[src/rtl/mem_port_arbiter.sv]
// Two-requester arbiter sharing one memory port between instruction fetch and data access.
// Data access normally wins ties. A starvation counter eventually forces an instruction fetch grant.
module mem_port_arbiter #(
    parameter int STARVE_LIMIT = 4
) (
    input  logic        clk,
    input  logic        rst,
    input  logic [31:0] imem_addr,
    input  logic [3:0]  imem_rmask,
    output logic [31:0] imem_rdata,
    output logic        imem_resp,
    input  logic [31:0] dmem_addr,
    input  logic [3:0]  dmem_rmask,
    input  logic [3:0]  dmem_wmask,
    input  logic [31:0] dmem_wdata,
    output logic [31:0] dmem_rdata,
    output logic        dmem_resp,
    output logic [31:0] mem_addr,
    output logic [3:0]  mem_rmask,
    output logic [3:0]  mem_wmask,
    output logic [31:0] mem_wdata,
    input  logic [31:0] mem_rdata,
    input  logic        mem_resp
);

    localparam int CW = (STARVE_LIMIT < 1) ? 1 : $clog2(STARVE_LIMIT + 1);
    localparam logic [CW-1:0] LIMIT = CW'(STARVE_LIMIT);

    typedef enum logic [1:0] {
        IDLE      = 2'd0,
        IMEM_BUSY = 2'd1,
        DMEM_BUSY = 2'd2
    } state_e;

    state_e        state_r, state_s;
    logic [CW-1:0] starve_r, starve_s;
    logic [31:0]   addr_r, addr_s;
    logic [31:0]   wdata_r, wdata_s;
    logic [3:0]    rmask_r, rmask_s;
    logic [3:0]    wmask_r, wmask_s;
    logic          imem_pend_s;
    logic          dmem_pend_s;

    assign imem_pend_s = |imem_rmask;
    assign dmem_pend_s = (|dmem_rmask) | (|dmem_wmask);

    // Next-state, grant selection and request latching.
    always_comb begin
        state_s  = state_r;
        starve_s = starve_r;
        addr_s   = addr_r;
        wdata_s  = wdata_r;
        rmask_s  = rmask_r;
        wmask_s  = wmask_r;
        case (state_r)
            IDLE: begin
                // Once imem has waited through LIMIT data grants it takes the next slot.
                if (dmem_pend_s && (!imem_pend_s || (starve_r != LIMIT))) begin
                    state_s = DMEM_BUSY;
                    addr_s  = dmem_addr;
                    wdata_s = dmem_wdata;
                    rmask_s = dmem_rmask;
                    wmask_s = dmem_wmask;
                    if (imem_pend_s) begin
                        starve_s = starve_r + CW'(1);
                    end else begin
                        starve_s = starve_r;
                    end
                end else if (imem_pend_s) begin
                    state_s  = IMEM_BUSY;
                    addr_s   = imem_addr;
                    wdata_s  = 32'h0000_0000;
                    rmask_s  = imem_rmask;
                    wmask_s  = 4'h0;
                    starve_s = {CW{1'b0}};
                end else begin
                    state_s = IDLE;
                end
            end
            IMEM_BUSY, DMEM_BUSY: begin
                // Masks are cleared on completion so the port is quiet in IDLE.
                if (mem_resp) begin
                    state_s = IDLE;
                    rmask_s = 4'h0;
                    wmask_s = 4'h0;
                end else begin
                    state_s = state_r;
                end
            end
            default: begin
                state_s = IDLE;
                rmask_s = 4'h0;
                wmask_s = 4'h0;
            end
        endcase
    end

    // State, starvation counter and latched request registers.
    always_ff @(posedge clk) begin
        if (rst) begin
            state_r  <= IDLE;
            starve_r <= {CW{1'b0}};
            addr_r   <= 32'h0000_0000;
            wdata_r  <= 32'h0000_0000;
            rmask_r  <= 4'h0;
            wmask_r  <= 4'h0;
        end else begin
            state_r  <= state_s;
            starve_r <= starve_s;
            addr_r   <= addr_s;
            wdata_r  <= wdata_s;
            rmask_r  <= rmask_s;
            wmask_r  <= wmask_s;
        end
    end

    assign mem_addr  = addr_r;
    assign mem_rmask = rmask_r;
    assign mem_wmask = wmask_r;
    assign mem_wdata = wdata_r;

    // Responses pass straight through to the current owner in the same cycle.
    assign imem_resp  = (state_r == IMEM_BUSY) & mem_resp;
    assign dmem_resp  = (state_r == DMEM_BUSY) & mem_resp;
    assign imem_rdata = mem_rdata;
    assign dmem_rdata = mem_rdata;

endmodule

[config.mk]
export PLATFORM = sky130hd
export DESIGN_NAME = mem_port_arbiter
export DESIGN_NICKNAME = d
export VERILOG_FILES = /design/src/rtl/mem_port_arbiter.sv
export SDC_FILE = /design/constraint.sdc
export NUM_CORES = 1
export LEC_CHECK = 0
export BUFFER_PORTS_ARGS = -buffer_cell sky130_fd_sc_hd__clkbuf_2
export CORE_AREA = 2 2 110 112
export CTS_CLUSTER_SIZE = 16
export DETAILED_ROUTE_END_ITERATION = 10
export DIE_AREA = 0 0 112 114
export PLACE_DENSITY_LB_ADDON = 0.08
export SYNTH_ARGS = -nofsm -noshare
export SYNTH_HDL_FRONTEND = slang
export SYNTH_SLANG_ARGS = --single-unit
[constraint.sdc]
create_clock -name clk -period 3 [get_ports clk]
set_input_delay 0.15 -clock clk [delete_from_list [all_inputs] [get_ports clk]]
set_output_delay 0.15 -clock clk [all_outputs]
set_load 0.02 [all_outputs]
# After elaboration in Yosys (flattened, before gate mapping)
# Index checks and enable logic that the tools add are counted.
[op_classes]
n_reduce_logical = 12
muxes = 18
add_sub_neg = 1
n_bitwise = 3
n_eq_ne = 5
[ops]
columns = ["operator", "count"]
rows = [
  ["32-bit 2-to-1 mux", 4],
  ["4-bit 2-to-1 mux", 5],
  ["4-bit one-hot mux with 2 select lines", 2],
  ["4-bit OR reduction", 3],
  ["3-bit 2-to-1 mux", 3],
  ["3-bit != test (second input constant)", 2],
  ["2-bit AND reduction", 3],
  ["2-bit 2-to-1 mux", 2],
  ["2-bit one-hot mux with 2 select lines", 1],
  ["3-bit by 1-bit adder with 3-bit output (second input constant)", 1],
  ["1-bit bitwise AND", 2],
  ["2-bit by 1-bit == test with 1-bit output (second input constant)", 1],
  ["2-bit == test (second input constant)", 1],
  ["2-bit logical NOT", 1],
  ["2-bit != test (second input constant)", 1],
  ["2-bit nonzero test", 1],
  ["2-bit OR reduction", 1],
  ["1-bit logical AND", 1],
  ["1-bit logical NOT", 1],
  ["1-bit logical OR", 1],
  ["1-bit 2-to-1 mux", 1],
  ["1-bit OR", 1],
]
[totals]
ff_bits = 77
output_inout_bits = 138
in_bits = 143
word_cells = 45

# Longest topological paths before layout
[depth]
word_depth = 6
ltp_mapped = 8
ltp_nobuf = 6

# Worst setup path before layout
# No wires, ideal clock.
[synth_timing]
kind = "input to register"
start = "in imem_rmask[0]"
end = "reg starve_r[2]"
path_stages = 6
slack_ns = 1.262
t_arrival_ns = 1.669
path_buffers = 2
t_required_ns = 2.931
setup_ns = 0.069
cell_sequence = "or4_1 buf_2 a22o_1 buf_6 or4_1 o21ai_1"
[synth_between]
elab_chain_cells = 5
word_cells_on_any_way = 6
classes_between = "mux: 1; reduce/logical: 5"
[synth_rtl]
columns = ["item", "line_no", "text"]
rows = [
  ["start, declared", "9", "input logic [3:0] imem_rmask,"],
  ["4-bit OR reduction *", "44", "assign imem_pend_s = |imem_rmask;"],
  ["1-bit logical NOT", "58", "if (dmem_pend_s && (!imem_pend_s || (starve_r != LIMIT))) begin"],
  ["1-bit logical OR", "58", ""],
  ["1-bit logical AND", "58", ""],
  ["3-bit 2-to-1 mux", "58", ""],
  ["end signal, assigned", "102", "starve_r <= {CW{1'b0}};"],
  ["end signal, assigned", "109", "starve_r <= starve_s;"],
  ["end, declared", "36", "logic [CW-1:0] starve_r, starve_s;"],
]
# Mark *: on every way between the ends. The rest lies on a longest branch, timed or not.
# A chain may end at the register's enable or synchronous reset.

# Worst setup path in the final report
[layout_timing]
start = "reg state_r[0]"
end = "reg addr_r[24], in the netlist mem_addr[24]"
[layout_between]
elab_chain_cells = 2
[layout_rtl]
columns = ["item", "line_no", "text"]
rows = [
  ["start, declared", "35", "state_e state_r, state_s;"],
  ["start signal, assigned", "108", "state_r <= state_s;"],
  ["2-bit logical NOT", "55", "case (state_r)"],
  ["2-bit AND reduction (no line)", "n/a", ""],
  ["end signal, assigned", "110", "addr_r <= addr_s;"],
  ["end, declared", "37", "logic [31:0] addr_r, addr_s;"],
]
# No other way between the ends.

==> flow_summary_export.csv <==
group,metric,value,unit
placement,place.gp.congestion,0.711,
final_layout,fillers,1246,
synthesis,yosys-top-cells-area,"dfxtp_1 (43%), buf_4 (13%), nand2_1 (7.5%), a22oi_1 (6.7%), a31oi_1 (5.8%)",
cts,cts_buffers,9,
floorplanning,rows,40,
synthesis,synthCells,421,
status,status,"completed",
synthesis,ys_seq_elements,77,
worst_setup_path,cp_slowest_cell,"a31oi_4",
cts,cts_setup_buffers,0,
worst_setup_path,startpoint_type,"flip-flop",
synthesis,synth.yosys.seq_area_share,0.433,
worst_setup_path,worst_path_largest_cell_delay,0.97,ns
power,p_int,1.95,mW
cts,post_cts_resized,0,
worst_setup_path,cp_max_fo,55,
cts,clock_sinks,77,
floorplanning,pin_count,281,
worst_setup_path,cp_common_cell,"inv_1",
synthesis,yosys.cell_count.top_type,"dfxtp_1",
worst_setup_path,cp_data_required_time,3.27,ns
route,drt-initial-drc-count,171,
sta,finalSetupViolations,0,
synthesis,synth_edf_count,0,
floorplanning,dieArea,12800,sq um
placement,io_buffer_count,184,
power,power_density,640,nW/um^2
final_layout,synthToLayoutAreaGrowth,24.0,%
synthesis,async_reset_ff_frac,0,
floorplanning,core-area,11700,sq um
global_routing,grt_start_max_net_pins,56,
power,ir_worst_vdd,0.281,mV
sta,report.final.slew_viol_count,0,
worst_setup_path,worstSetupPathType,"flip-flop to flip-flop",
cts,clk_latency,0.34,ns
cts,path_clk_slew,0.06,ns
floorplanning,dieHeight,114,microns
synthesis,synth_ff_type,"dfxtp_1",
route,post_drt_wl_per_cell,14.3,microns
synthesis,synth_cell_type_count,30,
sta,max_freq,414,MHz
route,first_pass_iters,5,
sta,rsz0062_at_grt,"false",
route,vias,3284,
sta,worstMarginPinSlew,1.23,ns
worst_setup_path,cp.arrival,2.68,ns
power,total_power,2.82,mW
worst_setup_path,path_delay_family,"compound AO/OA/AOI/OAI gates",
final_layout,drive_above_1_share,0.393,
route,antenna_left,0,
route,vias_per_cell,4.80,
power,switching_share,0.309,
power,leakage,2.12,nW
worst_setup_path,cp-end-kind,"flip-flop",
job,drv_cap,0,
sta,hold_viol_final,0,
sta,timing.final.crit_period,2.42,ns
route,routed_wl,9800,microns
sta,setup_tns,0,ns
synthesis,yosys.area.top_type_share,0.433,
final_layout,final_nets,681,
cts,cts-root-buf,"clkbuf_16",
synthesis,synthTopCellsByCount,"dfxtp_1 (77), nand2_1 (71), buf_4 (64), a31oi_1 (33)",
route,drc,0,
cts,clk_path_buf_depth,2,
sta,max-slew-margin-rel,0.177,
global_routing,antenna_found_initial,0,
cts,cts_hold_buf,0,
cts,htree_levels,3,
global_routing,overflow,0,
floorplanning,start_util,0.304,
global_routing,gr-usage-all-layers,0.151,
power,pwr-share-seq,0.424,
worst_hold_path,min_path_type,"input port to flip-flop",
power,switching_power,0.871,mW
floorplanning,die_x,112,microns
synthesis,synth-warning-count,0,
synthesis,avgSynthCellArea,8.46,sq um
sta,finClkSkew,0.00343,ns
synthesis,synth_top_area_cell,"dfxtp_1",
synthesis,synth_area,3560,sq um
worst_setup_path,cp_cell_sequence,"inv_1, ha_1, inv_1, a31oi_4, buf_4, o21ai_0, a31oi_1",
final_layout,insertedDiodeCount,0,
worst_setup_path,critPathBufInv,3,
global_routing,grt_pass1_vias,3128,
power,p_comb_frac,0.226,
power,clkPwrFrac,0.350,
synthesis,synth_nets,569,
placement,dp.final_hpwl,6930,microns
global_routing,grt_pass1_wl,15400,microns
cts,cts_tree,"done",
sta,finalCritPeriodShare,0.805,
-- per-layer routing --
layer | part of all wire | track usage | wire, microns | vias to the layer above
met5 | 0 | 0 | 0 | -
met4 | 0.019 | 0.0675 | 189 | 0
met3 | 0.097 | 0.0563 | 950 | 15
met2 | 0.43 | 0.227 | 4210 | 171
met1 | 0.45 | 0.193 | 4450 | 1476
li1 | - | - | - | 1622
-- worst register-to-register path: cells and delay by family, from the launching register on --
family	cells	cell delay (ns)
AO/OA/AOI/OAI	3	1.19
adder cells (fa/ha/maj)	1	0.24
buffers and inverters	3	0.57
flip-flops	1	0.33
-- layout by cell type (no fill, tap or decap), drive strengths merged, types with 2 or more instances in the layout --
| cell | n |
|---|---|
| or3 | 2 |
| nand4 | 3 |
| o21ai | 33 |
| nand2 | 71 |
| dfxtp | 77 |
| nor2 | 32 |
| a31oi | 33 |
| ha | 5 |
| nand2b | 2 |
| o2bb2ai | 4 |
| buf | 8 |
| inv | 7 |
| and2 | 3 |
| mux2i | 4 |
| a21oi | 6 |
| a22oi | 33 |
| nor4 | 4 |
| clkinv | 2 |
| clkbuf | 197 |
| a22o | 5 |
| or4 | 2 |
-- final timing paths --
path                            depth (start not counted)  slack [ns]                       from                         to
worst min-delay path                                    3        0.05               imem_addr[6]   mem_addr[6]$_SDFFE_PP0P_
worst max register to register                          7        0.58    state_r[0]$_SDFFE_PP0P_  mem_addr[24]$_SDFFE_PP0P_
worst min register to register                          1        0.46  mem_rmask[0]$_SDFFE_PP0P_  mem_rmask[0]$_SDFFE_PP0P_
worst max-delay path                                    7        0.58    state_r[0]$_SDFFE_PP0P_  mem_addr[24]$_SDFFE_PP0P_
-- state kept, by name (all words and copies together), names as in the netlist --
name / flops
mem_addr: 32
mem_rmask: 4
mem_wdata: 32
mem_wmask: 4
starve_r: 3
state_r: 2
-- area by class of cell --
| cell class | instances | area, sq um | area share |
|---|---|---|---|
| Clock buffer | 13 | 250 | 0.0567 |
| Clock inverter | 2 | 10.0 | 0.00227 |
| Inverter | 7 | 26.3 | 0.00595 |
| Multi-Input combinational cell | 246 | 1420 | 0.322 |
| Sequential cell | 77 | 1540 | 0.349 |
| Tap cell | 147 | 184 | 0.0417 |
| Timing Repair Buffer | 192 | 981 | 0.222 |
-- through the flow --
| stage | hold slack (ns) | instance area [sq um] | worst slack (ns) | instances | utilization |
|---|---|---|---|---|---|
| floorplan | 0.276 | 3560 | 1.26 | 421 | - |
| global placement | 0.300 | 4160 | 0.662 | 669 | 0.355 |
| detailed placement | 0.300 | 4160 | 0.602 | 669 | 0.355 |
| CTS | 0.0356 | 4420 | 0.585 | 684 | 0.377 |
| global route | 0.0534 | 4420 | 0.291 | 684 | 0.377 |
| finish | 0.0488 | 4420 | 0.585 | 684 | 0.377 |
-- kinds of logic (layout without fill, tap and decap cells) --
kind of cell,Yosys count,in the layout,share of synthesized area
and+or+nand+nor,121,121,0.151
AOI/OAI and AO/OA,116,116,0.212
buffers and inverters,98,214,0.175
DFF,77,77,0.433
adders and majority gates,5,5,0.0176
muxes,4,4,0.0112
-- power groups by stage --
| stage | clock (mW) | combinational, mW | sequential, mW |
|---|---|---|---|
| final | 0.990 | 0.637 | 1.20 |
| after global routing | 1.06 | 0.706 | 1.21 |
| after CTS | 1.02 | 0.645 | 1.20 |
| after detailed placement | 0 | 0.644 | 1.22 |
| after global placement | 0 | 0.641 | 1.22 |
| after floorplan | 0 | 0.385 | 1.34 |
(Power assumes the default switching activity.)
